--- src/rtl/fog_param_ctrl_if.sv ---
// rtl/fog_param_ctrl_if.sv - command-side write/commit bus for the FOG parameter controller
interface fog_param_ctrl_if;
  logic        i_wr_valid;
  logic        o_wr_ready;
  logic [3:0]  i_wr_addr;
  logic [31:0] i_wr_data;
  logic        i_commit;
  logic        i_load_default;
  logic        i_period_start;
  logic        o_armed;
  logic        o_commit_done;
  logic        o_timeout;
  logic        o_err_addr;

  modport master (
    output i_wr_valid, i_wr_addr, i_wr_data, i_commit, i_load_default, i_period_start,
    input  o_wr_ready, o_armed, o_commit_done, o_timeout, o_err_addr
  );

  modport slave (
    input  i_wr_valid, i_wr_addr, i_wr_data, i_commit, i_load_default, i_period_start,
    output o_wr_ready, o_armed, o_commit_done, o_timeout, o_err_addr
  );
endinterface

--- src/rtl/fog_param_ctrl.sv ---
// rtl/fog_param_ctrl.sv - shadow/active FOG parameter set with atomic apply on modulation-period boundary
module fog_param_ctrl #(
  parameter int TIMEOUT_CYC = 200000,
  parameter int AVG_MAX     = 15,
  parameter int GAIN_MAX    = 31
) (
  input  logic                  CLOCK_CPU,
  input  logic                  RST_SYNC_N,
  fog_param_ctrl_if.slave       bus,
  output logic [31:0]           var_freq_cnt,
  output logic [31:0]           var_amp_H,
  output logic [31:0]           var_amp_L,
  output logic                  var_polarity,
  output logic [31:0]           var_wait_cnt,
  output logic [31:0]           var_err_offset,
  output logic [31:0]           var_avg_sel,
  output logic [31:0]           var_gainSel_step,
  output logic [31:0]           var_gainSel_ramp,
  output logic [31:0]           var_fb_ON,
  output logic [31:0]           var_const_step
);

  localparam int NREG = 11;
  localparam int CW   = $clog2(TIMEOUT_CYC + 1);
  localparam logic [31:0] DFLT [0:NREG-1] = '{
    32'd1000, 32'd5000, 32'd5000, 32'd0, 32'd50, 32'd0, 32'd10, 32'd5, 32'd10, 32'd1, 32'd100
  };

  typedef enum logic {IDLE, ARMED} state_t;

  state_t        state, state_nxt;
  logic [31:0]   shadow [0:NREG-1];
  logic [31:0]   active [0:NREG-1];
  logic [CW-1:0] cnt;
  logic          wr_fire, addr_ok, cnt_end, apply_go, forced;

  // Field-specific storage rules applied before the value lands in the shadow set
  function automatic logic [31:0] sanitize(input logic [3:0] a, input logic [31:0] d);
    logic [31:0] r;
    r = d;
    case (a)
      4'd3, 4'd9: r = {31'd0, d[0]};
      4'd6:       if (d > 32'(AVG_MAX)) r = 32'(AVG_MAX);
      4'd7, 4'd8: if (d > 32'(GAIN_MAX)) r = 32'(GAIN_MAX);
      default:    r = d;
    endcase
    return r;
  endfunction

  assign wr_fire  = bus.i_wr_valid && bus.o_wr_ready;
  assign addr_ok  = (bus.i_wr_addr <= 4'd10);
  assign cnt_end  = (cnt == CW'(TIMEOUT_CYC - 1));
  assign apply_go = (state == ARMED) && (bus.i_period_start || cnt_end);
  assign forced   = (state == ARMED) && !bus.i_period_start && cnt_end;

  always_ff @(posedge CLOCK_CPU or negedge RST_SYNC_N) begin
    if (!RST_SYNC_N) state <= IDLE;
    else             state <= state_nxt;
  end

  always_comb begin
    state_nxt = state;
    case (state)
      IDLE:    if (bus.i_commit) state_nxt = ARMED;
      ARMED:   if (apply_go) state_nxt = IDLE;
      default: state_nxt = IDLE;
    endcase
  end

  always_comb begin
    bus.o_wr_ready = (state == IDLE);
    bus.o_armed    = (state == ARMED);
  end

  // Default reload wins over a coincident write; a write alongside i_commit still lands
  always_ff @(posedge CLOCK_CPU or negedge RST_SYNC_N) begin
    if (!RST_SYNC_N) begin
      for (int i = 0; i < NREG; i++) shadow[i] <= DFLT[i];
    end else if (state == IDLE) begin
      if (bus.i_load_default && !bus.i_commit) begin
        for (int i = 0; i < NREG; i++) shadow[i] <= DFLT[i];
      end else if (wr_fire && addr_ok) begin
        shadow[bus.i_wr_addr] <= sanitize(bus.i_wr_addr, bus.i_wr_data);
      end
    end
  end

  always_ff @(posedge CLOCK_CPU or negedge RST_SYNC_N) begin
    if (!RST_SYNC_N) begin
      for (int i = 0; i < NREG; i++) active[i] <= DFLT[i];
    end else if (apply_go) begin
      for (int i = 0; i < NREG; i++) active[i] <= shadow[i];
    end
  end

  always_ff @(posedge CLOCK_CPU or negedge RST_SYNC_N) begin
    if (!RST_SYNC_N) begin
      cnt               <= '0;
      bus.o_commit_done <= 1'b0;
      bus.o_timeout     <= 1'b0;
      bus.o_err_addr    <= 1'b0;
    end else begin
      bus.o_commit_done <= apply_go;
      bus.o_err_addr    <= wr_fire && !addr_ok;
      if (apply_go) bus.o_timeout <= forced;
      if (state == ARMED && !apply_go) cnt <= cnt + CW'(1);
      else                             cnt <= '0;
    end
  end

  // Polarity entry only ever holds bit0, so the OR-reduce equals that bit
  assign var_freq_cnt     = active[0];
  assign var_amp_H        = active[1];
  assign var_amp_L        = active[2];
  assign var_polarity     = |active[3];
  assign var_wait_cnt     = active[4];
  assign var_err_offset   = active[5];
  assign var_avg_sel      = active[6];
  assign var_gainSel_step = active[7];
  assign var_gainSel_ramp = active[8];
  assign var_fb_ON        = active[9];
  assign var_const_step   = active[10];

endmodule

--- src/flat_wrapper.sv ---
// flat-port wrapper written by rule: the top's interface ports become plain ports
module fog_param_ctrl_flat 
#(
  parameter int TIMEOUT_CYC = 200000,
  parameter int AVG_MAX     = 15,
  parameter int GAIN_MAX    = 31
)
  (CLOCK_CPU, RST_SYNC_N, var_freq_cnt, var_amp_H, var_amp_L, var_polarity, var_wait_cnt, var_err_offset, var_avg_sel, var_gainSel_step, var_gainSel_ramp, var_fb_ON, var_const_step, bus_i_wr_valid, bus_i_wr_addr, bus_i_wr_data, bus_i_commit, bus_i_load_default, bus_i_period_start, bus_o_wr_ready, bus_o_armed, bus_o_commit_done, bus_o_timeout, bus_o_err_addr);
  fog_param_ctrl_if bus_i ();
  input  logic CLOCK_CPU;
  input  logic RST_SYNC_N;
  output logic [31:0] var_freq_cnt;
  output logic [31:0] var_amp_H;
  output logic [31:0] var_amp_L;
  output logic var_polarity;
  output logic [31:0] var_wait_cnt;
  output logic [31:0] var_err_offset;
  output logic [31:0] var_avg_sel;
  output logic [31:0] var_gainSel_step;
  output logic [31:0] var_gainSel_ramp;
  output logic [31:0] var_fb_ON;
  output logic [31:0] var_const_step;
  input wire logic [$bits(bus_i.i_wr_valid)-1:0] bus_i_wr_valid;
  input wire logic [$bits(bus_i.i_wr_addr)-1:0] bus_i_wr_addr;
  input wire logic [$bits(bus_i.i_wr_data)-1:0] bus_i_wr_data;
  input wire logic [$bits(bus_i.i_commit)-1:0] bus_i_commit;
  input wire logic [$bits(bus_i.i_load_default)-1:0] bus_i_load_default;
  input wire logic [$bits(bus_i.i_period_start)-1:0] bus_i_period_start;
  output wire logic [$bits(bus_i.o_wr_ready)-1:0] bus_o_wr_ready;
  output wire logic [$bits(bus_i.o_armed)-1:0] bus_o_armed;
  output wire logic [$bits(bus_i.o_commit_done)-1:0] bus_o_commit_done;
  output wire logic [$bits(bus_i.o_timeout)-1:0] bus_o_timeout;
  output wire logic [$bits(bus_i.o_err_addr)-1:0] bus_o_err_addr;
  assign bus_i.i_wr_valid = bus_i_wr_valid;
  assign bus_i.i_wr_addr = bus_i_wr_addr;
  assign bus_i.i_wr_data = bus_i_wr_data;
  assign bus_i.i_commit = bus_i_commit;
  assign bus_i.i_load_default = bus_i_load_default;
  assign bus_i.i_period_start = bus_i_period_start;
  assign bus_o_wr_ready = bus_i.o_wr_ready;
  assign bus_o_armed = bus_i.o_armed;
  assign bus_o_commit_done = bus_i.o_commit_done;
  assign bus_o_timeout = bus_i.o_timeout;
  assign bus_o_err_addr = bus_i.o_err_addr;
  fog_param_ctrl #(.TIMEOUT_CYC(TIMEOUT_CYC), .AVG_MAX(AVG_MAX), .GAIN_MAX(GAIN_MAX)) u_core (.CLOCK_CPU(CLOCK_CPU), .RST_SYNC_N(RST_SYNC_N), .bus(bus_i), .var_freq_cnt(var_freq_cnt), .var_amp_H(var_amp_H), .var_amp_L(var_amp_L), .var_polarity(var_polarity), .var_wait_cnt(var_wait_cnt), .var_err_offset(var_err_offset), .var_avg_sel(var_avg_sel), .var_gainSel_step(var_gainSel_step), .var_gainSel_ramp(var_gainSel_ramp), .var_fb_ON(var_fb_ON), .var_const_step(var_const_step));
endmodule
--- config.mk ---
export PLATFORM = sky130hd
export DESIGN_NAME = fog_param_ctrl_flat
export DESIGN_NICKNAME = d
export VERILOG_FILES = /design/src/rtl/fog_param_ctrl_if.sv /design/src/rtl/fog_param_ctrl.sv /design/src/flat_wrapper.sv
export SDC_FILE = /design/constraint.sdc
export NUM_CORES = 1
export LEC_CHECK = 0
export ABC_AREA = 1
export CORE_MARGIN = 5
export CORE_UTILIZATION = 25
export DETAILED_ROUTE_END_ITERATION = 7
export HOLD_SLACK_MARGIN = 0.02
export PLACE_DENSITY = 0.41
export SKIP_LAST_GASP = 1
export SYNTH_ARGS = -nofsm -noshare
export SYNTH_HDL_FRONTEND = slang
export SYNTH_SLANG_ARGS = --single-unit
--- constraint.sdc ---
create_clock -name CLOCK_CPU -period 2.04 [get_ports CLOCK_CPU]
set_input_delay 0.204 -clock CLOCK_CPU [delete_from_list [all_inputs] [get_ports CLOCK_CPU]]
set_output_delay 0.204 -clock CLOCK_CPU [all_outputs]
set_load 0.02 [all_outputs]
==> results of run 1 <==
-- layout make-up --
| type | count | area, sq um | area share (%) |
|---|---|---|---|
| Timing Repair inverter | 9 | 146 | 0.375 |
| Antenna cell | 1 | 2.50 | 0.00640 |
| Clock buffer | 128 | 2530 | 6.48 |
| Tap cell | 1524 | 1910 | 4.88 |
| Clock inverter | 30 | 405 | 1.04 |
| Timing Repair Buffer | 624 | 7160 | 18.3 |
| Multi-Input combinational cell | 1576 | 7220 | 18.5 |
| Sequential cell | 726 | 18200 | 46.7 |
| Inverter | 384 | 1460 | 3.73 |
-- worst register-to-register path: stages, from the launching register on --
cell and delay, ns:
dfrtp_1 0.37, nor2_1 0.11, nand2_1 0.08, nor3_2 0.20, nand3_2 0.16, o21ai_4 0.23, buf_12 0.18, buf_16 0.16
buf_12 0.18, inv_16 0.08, clkbuf_16 0.18, nand2_1 0.06, o21ai_0 0.07
-- per-layer routing --
layer  GRT usage, %  vias to the layer above
met2           22.1                      450
met1           19.3                    10100
met3           4.19                      104
met5              0                        -
li1               -                     9910
met4           3.53                        2
-- what timing repair did --
| action | CTS | global route |
|---|---|---|
| setup buffers | 0 | 14 |
| hold endpoints to repair | 577 | 0 |
| gates cloned | 2 | 67 |
| pin swaps | 4 | 10 |
| endpoints found under the setup margin | 77 | 321 |
| hold buffers | 2 | 0 |
| gates resized for setup | 46 | 265 |
-- kinds of logic after synthesis --
family / share of synthesized area [%]
DFF: 62.0
adders and majority gates: 0.0425
and+or+nand+nor: 14.3
buffers and inverters: 15.1
AOI/OAI and AO/OA: 8.28
xor gates and xnor gates: 0.268
-- state kept, by name (all words and copies together) (netlist names) --
register / cells
u_core.active: 32
u_core.bus.o_armed: 1
u_core.bus.o_commit_done: 1
u_core.bus.o_err_addr: 1
u_core.bus.o_timeout: 1
u_core.cnt: 18
u_core.shadow: 352
u_core.var_amp_H: 32
u_core.var_amp_L: 32
u_core.var_avg_sel: 32
u_core.var_const_step: 32
u_core.var_err_offset: 32
u_core.var_fb_ON: 32
u_core.var_freq_cnt: 32
u_core.var_gainSel_ramp: 32
u_core.var_gainSel_step: 32
u_core.var_wait_cnt: 32
-- final timing paths --
check | startpoint | endpoint | slack, ns
worst min register to register | u_core.var_gainSel_ramp[1] | u_core.var_gainSel_ramp[1] | 0.46
worst max-delay path | u_core.cnt[12] | u_core.var_const_step[31] | -0.14
worst min-delay path | RST_SYNC_N | u_core.var_amp_L[16] | 0.16
min in group CLOCK_CPU | bus_i_wr_data[0] | u_core.shadow[32] | 0.29
worst max register to register | u_core.cnt[12] | u_core.var_const_step[31] | -0.14
max in group asynchronous | RST_SYNC_N | u_core.var_amp_L[10] | 0.94
-- cell usage in the layout (no fill, tap or decap), drive strengths merged --
master,netlist,final
inv,382,394
o21ai,444,444
xor2,7,7
nor4,10,10
nand4,6,6
clkinv,2,20
dlygate4sd3,0,2
nand3,22,22
clkbuf,83,160
diode,0,1
a21oi,3,3
nor3,13,13
or2,4,4
dfstp,58,58
buf,366,225
dlymetal6s2s,0,1
nor2,214,216
ha,1,1
nand2,816,816
xnor2,2,2
bufinv,0,7
nor3b,3,3
clkinvlp,0,2
o21a,1,1
clkdlybuf4s50,0,332
dfrtp,668,668
dlygate4sd2,0,32
o22ai,28,28
-- metrics by stage --
stage                     hold WS (ns)  total power (W)  instance area [sq um]  utilization, %
after floorplan                -0.0916           0.0200                  29400               -
after global routing             0.182           0.0412                  39100            33.5
after detailed placement        0.0538           0.0226                  34000            29.2
after CTS                        0.137           0.0389                  37000            31.8
after global placement          0.0528           0.0226                  34000            29.2
final                            0.162           0.0393                  39100            33.5
-- power breakdown --
| group | leakage (nW) | internal (W) | switching [W] |
|---|---|---|---|
| logic | 6.94 | 0.00279 | 0.00410 |
| clock network | 1.44 | 0.00952 | 0.00645 |
| registers | 9.87 | 0.0157 | 0.000670 |
| total | 18.2 | 0.0281 | 0.0112 |
==> impl_results.md, run 1 <==
- Critical Path RT: 2.56 ns
- Synth async-reset ratio: 100%
- Clock transition at the registers of the reported paths: 0.06 ns
- PD cells: 1010 mW/mm^2
- Peak supply drop: 0.526 mV
- Total Routing Usage GR: 14.2%
- Clk_skew: 0.0191 ns
- Synth cell types: 29
- Leading cell type by number of instances after synthesis: nand2_1
- Final hold vios: 0
- Mapped Cells: 3133
- Final worst path period need: 2.18 ns
- Max Cap Viol: 0
- Gp weighted congestion: 0.799
- # rows: 125
- Crit Path Category: reg -> reg
- Global-route wire length before repair: 135000 microns
- Number of synthesized flops with an enable pin: 0
- Violated checks: negative setup slack
- Final setup vio count: 130
- Syn nets: 3176
- Critical Path End Type: register
- Clk Latency, worst-skew pair: 0.66 ns
- Pre-CTS setup slack: -0.558 ns
- Core area: 0.117 sq mm
- CTS Sinks: 726
- Worst slew pin tran: 1.16 ns
- GR Overflow Total: 0
- CP Data Arrival Time: 2.70 ns
- Share of layout cells above drive strength 1: 16.4%
- YS warnings: 0
- Clock buffer depth: 3
- Post-synthesis sequential area ratio: 62.0%
- Critical path depth: 12
- Die area: 0.125 sq mm
- Post-route ant nets: 0
- Synth top area cells: dfrtp_1, nand2_1, buf_4
- Worst Reg-to-Reg Cells: 12
- Layout area overhead: 32.8%
- Post-Synthesis Mean Instance Area: 9.39 sq um
- I/O Buffers: 367
- Tightest Hold Check Type: in -> async
- Die height: 353 microns
- Final Worst Setup Slack: -0.135 ns
- Slowest cell on crit path: dfrtp_1
- CP top delay family: buffers and inverters
- Fmax: 0.460 GHz
- Iteration-0 DRC Markers: 1229
- Initial antenna violation count: 2
- Static Leakage: 18.2 nW
- Die W: 353 microns
- Top FF cell, synth: dfrtp_1
- CP Cell Sequence: nor2_1 > nand2_1 > nor3_2 > nand3_2 > o21ai_4 > buf_12 > buf_16 > buf_12 > inv_16 > clkbuf_16 > nand2_1 > o21ai_0
- Root buf cell: clkbuf_16
- Vias post-DR: 20600
- Drt total wl: 102000 microns
- Starting Density: 25.2%
- Wirelength per Cell: 20.3 microns
- Vias per cell: 4.12
- CTS buffer count: 87
- WP buf/inv: 5
- Top-area cell type share of the netlist area: 56.8%
- Yosys top cell by area: dfrtp_1
- CP Max Fanout: 7
- Met3 routed WL: 6400 microns
- Top Layer Used: met5
- DRT Pass-1 Iters: 5
- Post-DP HPWL: 61000 microns
- Status: complete, but fails checks
- CTS tree: built
- CTS H-tree lvls: 3
- Synth cell count leaders: nand2_1, dfrtp_1, inv_1
- Cell area after synthesis: 0.0294 sq mm
- Startpoint Class: register
- Slew HR: 22.3%
- # IOs: 368
- Filler cell count: 12000
- #FFs+latches synth: 726
- RSZ-0062 raised after global routing: yes
- Drt drc: 0
- Nets@finish: 3451
- Final Cycle Share: 107%
- Non-Filler Instances: 5002
- Largest net degree at the start of global routing: 97
- Met2 Routed Length: 45500 microns
- CP peak stage delay: 0.37 ns
- Setup TNS: -8.28 ns
- Met1 WL: 48100 microns
- Vias in the first global route: 20700
- Placed insts: 4759
- Slew Limit Fails: 0
Note: power is estimated with default switching activity, not from simulation.
==> inputs of run 2 (changes only) <==
--- a/config.mk
+++ b/config.mk
@@ -9,7 +9,6 @@
 export CORE_MARGIN = 5
 export CORE_UTILIZATION = 25
 export DETAILED_ROUTE_END_ITERATION = 7
-export HOLD_SLACK_MARGIN = 0.02
 export PLACE_DENSITY = 0.41
 export SKIP_LAST_GASP = 1
 export SYNTH_ARGS = -nofsm -noshare
==> constraint.sdc (replaced) <==
create_clock -name CLOCK_CPU -period 2.04 [get_ports CLOCK_CPU]
set_input_delay 0.204 -clock CLOCK_CPU [delete_from_list [all_inputs] [get_ports CLOCK_CPU]]
set_output_delay 0.204 -clock CLOCK_CPU [all_outputs]
set_load 0.01 [all_outputs]
==> run 2 against run 1 <==
Effect of this change:
- largest cell class unchanged
- die area did not move
- clock power is 3% higher
- global-route usage increased by 0.63 points
- non-clock buffer count is 6 higher
- via count decreased by 0.25%
- the flow still finishes with violations (negative setup slack)
- worst hold slack lost 0.087 ns
- critical endpoint is now var_polarity
- largest power group unchanged
- worst setup slack better by 0.049 ns
- register-to-register slack improved by 0.05 ns
- wire length decreased by 4.2%
- sequential power is essentially flat
- combinational power fell by 9.9%
- clock skew is 0.0019 ns higher
==> impl_results.md, run 2 (synthesis gave the netlist of run 1 again) <==
- Largest net degree at the start of global routing: 87 (-10%)
- Final setup vio count: 117 (-10%)
- Placement Cell Area: 0.0341 sq mm (+0.41%)
- Gp weighted congestion: 0.766 (-4.1%)
- Die W: 353 microns (unchanged)
- CTS buffer count: 89 (+2.3%)
- DRT Pass-1 Iters: 5 (unchanged)
- Status: complete, but fails checks
- Total Routing Usage GR: 14.8% (+0.63 points)
- Max FFs per register: 352 (unchanged)
- Slew HR: 63.0% (+41 points)
- Drt drc: 0 (unchanged)
- Vias per cell: 4.10 (-0.41%)
- PD cells: 999 mW/mm^2 (-0.64%)
- Worst slew pin tran: 0.556 ns (-0.609 ns)
- # IOs: 368 (unchanged)
- Peak supply drop: 0.519 mV (-1.3%)
- Drt total wl: 97400 microns (-4.2%)
- Final hold vios: 0 (unchanged)
- Starting Density: 25.2% (unchanged)
- Top reg by flops: u_core.shadow
- Violated checks: negative setup slack
- Fmax: 0.470 GHz (+2.3%)
- # rows: 125 (unchanged)
- Share of layout cells above drive strength 1: 16.6% (+0.22 points)
- Iteration-0 DRC Markers: 1219 (-0.81%)
- Reg area: 0.0182 sq mm (unchanged)
- Startpoint Class: register
- CTS H-tree lvls: 3 (unchanged)
- Filler cell count: 12000 (+0.20%)
- Tightest Hold Check Type: in -> async
- Die height: 353 microns (unchanged)
- Area of the multi-input gates: 0.00722 sq mm (about the same)
- Final Worst Setup Slack: -0.0860 ns (+0.0493 ns)
- Placed insts: 4780 (+0.44%)
- Clk_skew: 0.0210 ns (+0.00192 ns)
- Static Leakage: 18.3 nW (+0.10%)
- Commonest non-fill, non-tap cell in the layout: nand2_1
- Nets@finish: 3455 (+0.12%)
- Vias in the first global route: 21100 (+2.1%)
- Wirelength per Cell: 19.4 microns (-4.3%)
- Core area: 0.117 sq mm (unchanged)
- RSZ-0062 raised after global routing: yes
- Post-route cell area: 0.0391 sq mm (about the same)
- CTS Sinks: 726 (unchanged)
- Clock transition at the registers of the reported paths: 0.06 ns (about the same)
- Initial antenna violation count: 6 (+4)
- Slew Limit Fails: 0 (unchanged)
- I/O Buffers: 367 (unchanged)
- Clk Latency, worst-skew pair: 0.64 ns (-0.02 ns)
- Final Cycle Share: 104% (-2.4 points)
- CP Max Fanout: 2 (-5)
- Clock buffer depth: 3 (unchanged)
- Post-DP HPWL: 62400 microns (+2.4%)
- Layout area overhead: 32.8% (about the same)
- Max Cap Viol: 0 (unchanged)
- Crit Path Category: reg -> out
- Non-Filler Instances: 5010 (+0.16%)
- CTS tree: built
- CP Data Arrival Time: 1.92 ns (-0.78 ns)
- Fin util: 33.5% (about the same)
- Global-route wire length before repair: 140000 microns (+3.6%)
- Vias post-DR: 20600 (-0.25%)
- Critical Path End Type: primary output
- Critical Path RT: 1.84 ns (-0.72 ns)
- GR Overflow Total: 0 (unchanged)
- Commonest cells after routing, fill and taps aside: nand2_1, dfrtp_1, inv_1
- Post-route ant nets: 0 (unchanged)
- Final worst path period need: 2.13 ns (-0.0493 ns)
- Die area: 0.125 sq mm (unchanged)
- Root buf cell: clkbuf_16
-- run 2: final timing paths --
path / startpoint / endpoint / slack [ns] / cells after the start
setup / recovery: u_core.active[225] / var_polarity / -0.09 / 4
hold / removal: RST_SYNC_N / u_core.var_amp_H[28] / 0.07 / 2
setup reg to reg: u_core.cnt[12] / u_core.var_err_offset[14] / -0.09 / 12
hold reg to reg: u_core.var_gainSel_ramp[1] / u_core.var_gainSel_ramp[1] / 0.46 / 2
max in group asynchronous: RST_SYNC_N / u_core.shadow[6] / 1.08 / 3
min in group CLOCK_CPU: bus_i_commit / u_core.bus.o_armed / 0.27 / 3
-- run 2: where the power goes --
part           internal, W  switching [W]  total [W]  leakage, nW
clock               0.0101        0.00631     0.0164         1.48
combinational      0.00275        0.00346    0.00621         6.92
sequential          0.0157       0.000685     0.0164         9.87
total               0.0286         0.0105     0.0390         18.3
-- run 2: critical path, cell delays in order (launching register included) --
cell	delay, ns
dfrtp_1	0.40
nor4_2	0.32
nand4_1	0.16
or2_4	0.27
buf_6	0.12
-- run 2: layout make-up --
class	count	share of cell area (%)
timing repair inverter	7	0.388
clock buffer	134	6.65
antenna	1	0.00641
multi-input combinational	1574	18.5
inverter	384	3.73
clock inverter	30	1.11
tap	1524	4.88
sequential	726	46.7
timing repair buffer	630	18.0
-- run 2: per-layer routing --
layer  GRT usage [%]  up-vias  wire length, microns
met5               0        -                    49
met4            3.31       10                  2150
met3            4.44      134                  6530
met2            23.1      474                 43900
met1            20.3    10000                 44800
li1                -     9913                     -
-- run 2: metrics by stage --
| step | power, W | setup TNS (ns) | worst slack [ns] | hold slack [ns] |
|---|---|---|---|---|
| after floorplan | 0.0194 | 0 | 0.110 | -0.0916 |
| after global placement | 0.0221 | -81.76 | -0.464 | 0.141 |
| after detailed placement | 0.0221 | -84.59 | -0.486 | 0.133 |
| after CTS | 0.0391 | -0.258 | -0.229 | 0.00673 |
| after global routing | 0.0409 | -23.99 | -0.209 | 0.0446 |
| final | 0.0390 | -5.10 | -0.0860 | 0.0749 |
-- run 2: repair_timing --
action                                  in CTS  in global routing
endpoints found under the setup margin     315                361
buffers inserted                            12                  9
hold endpoints to repair                   457                  0
hold buffers                                 1                  0
pin swaps                                    5                  9
gates resized for setup                     57                243
gates cloned                                11                 35
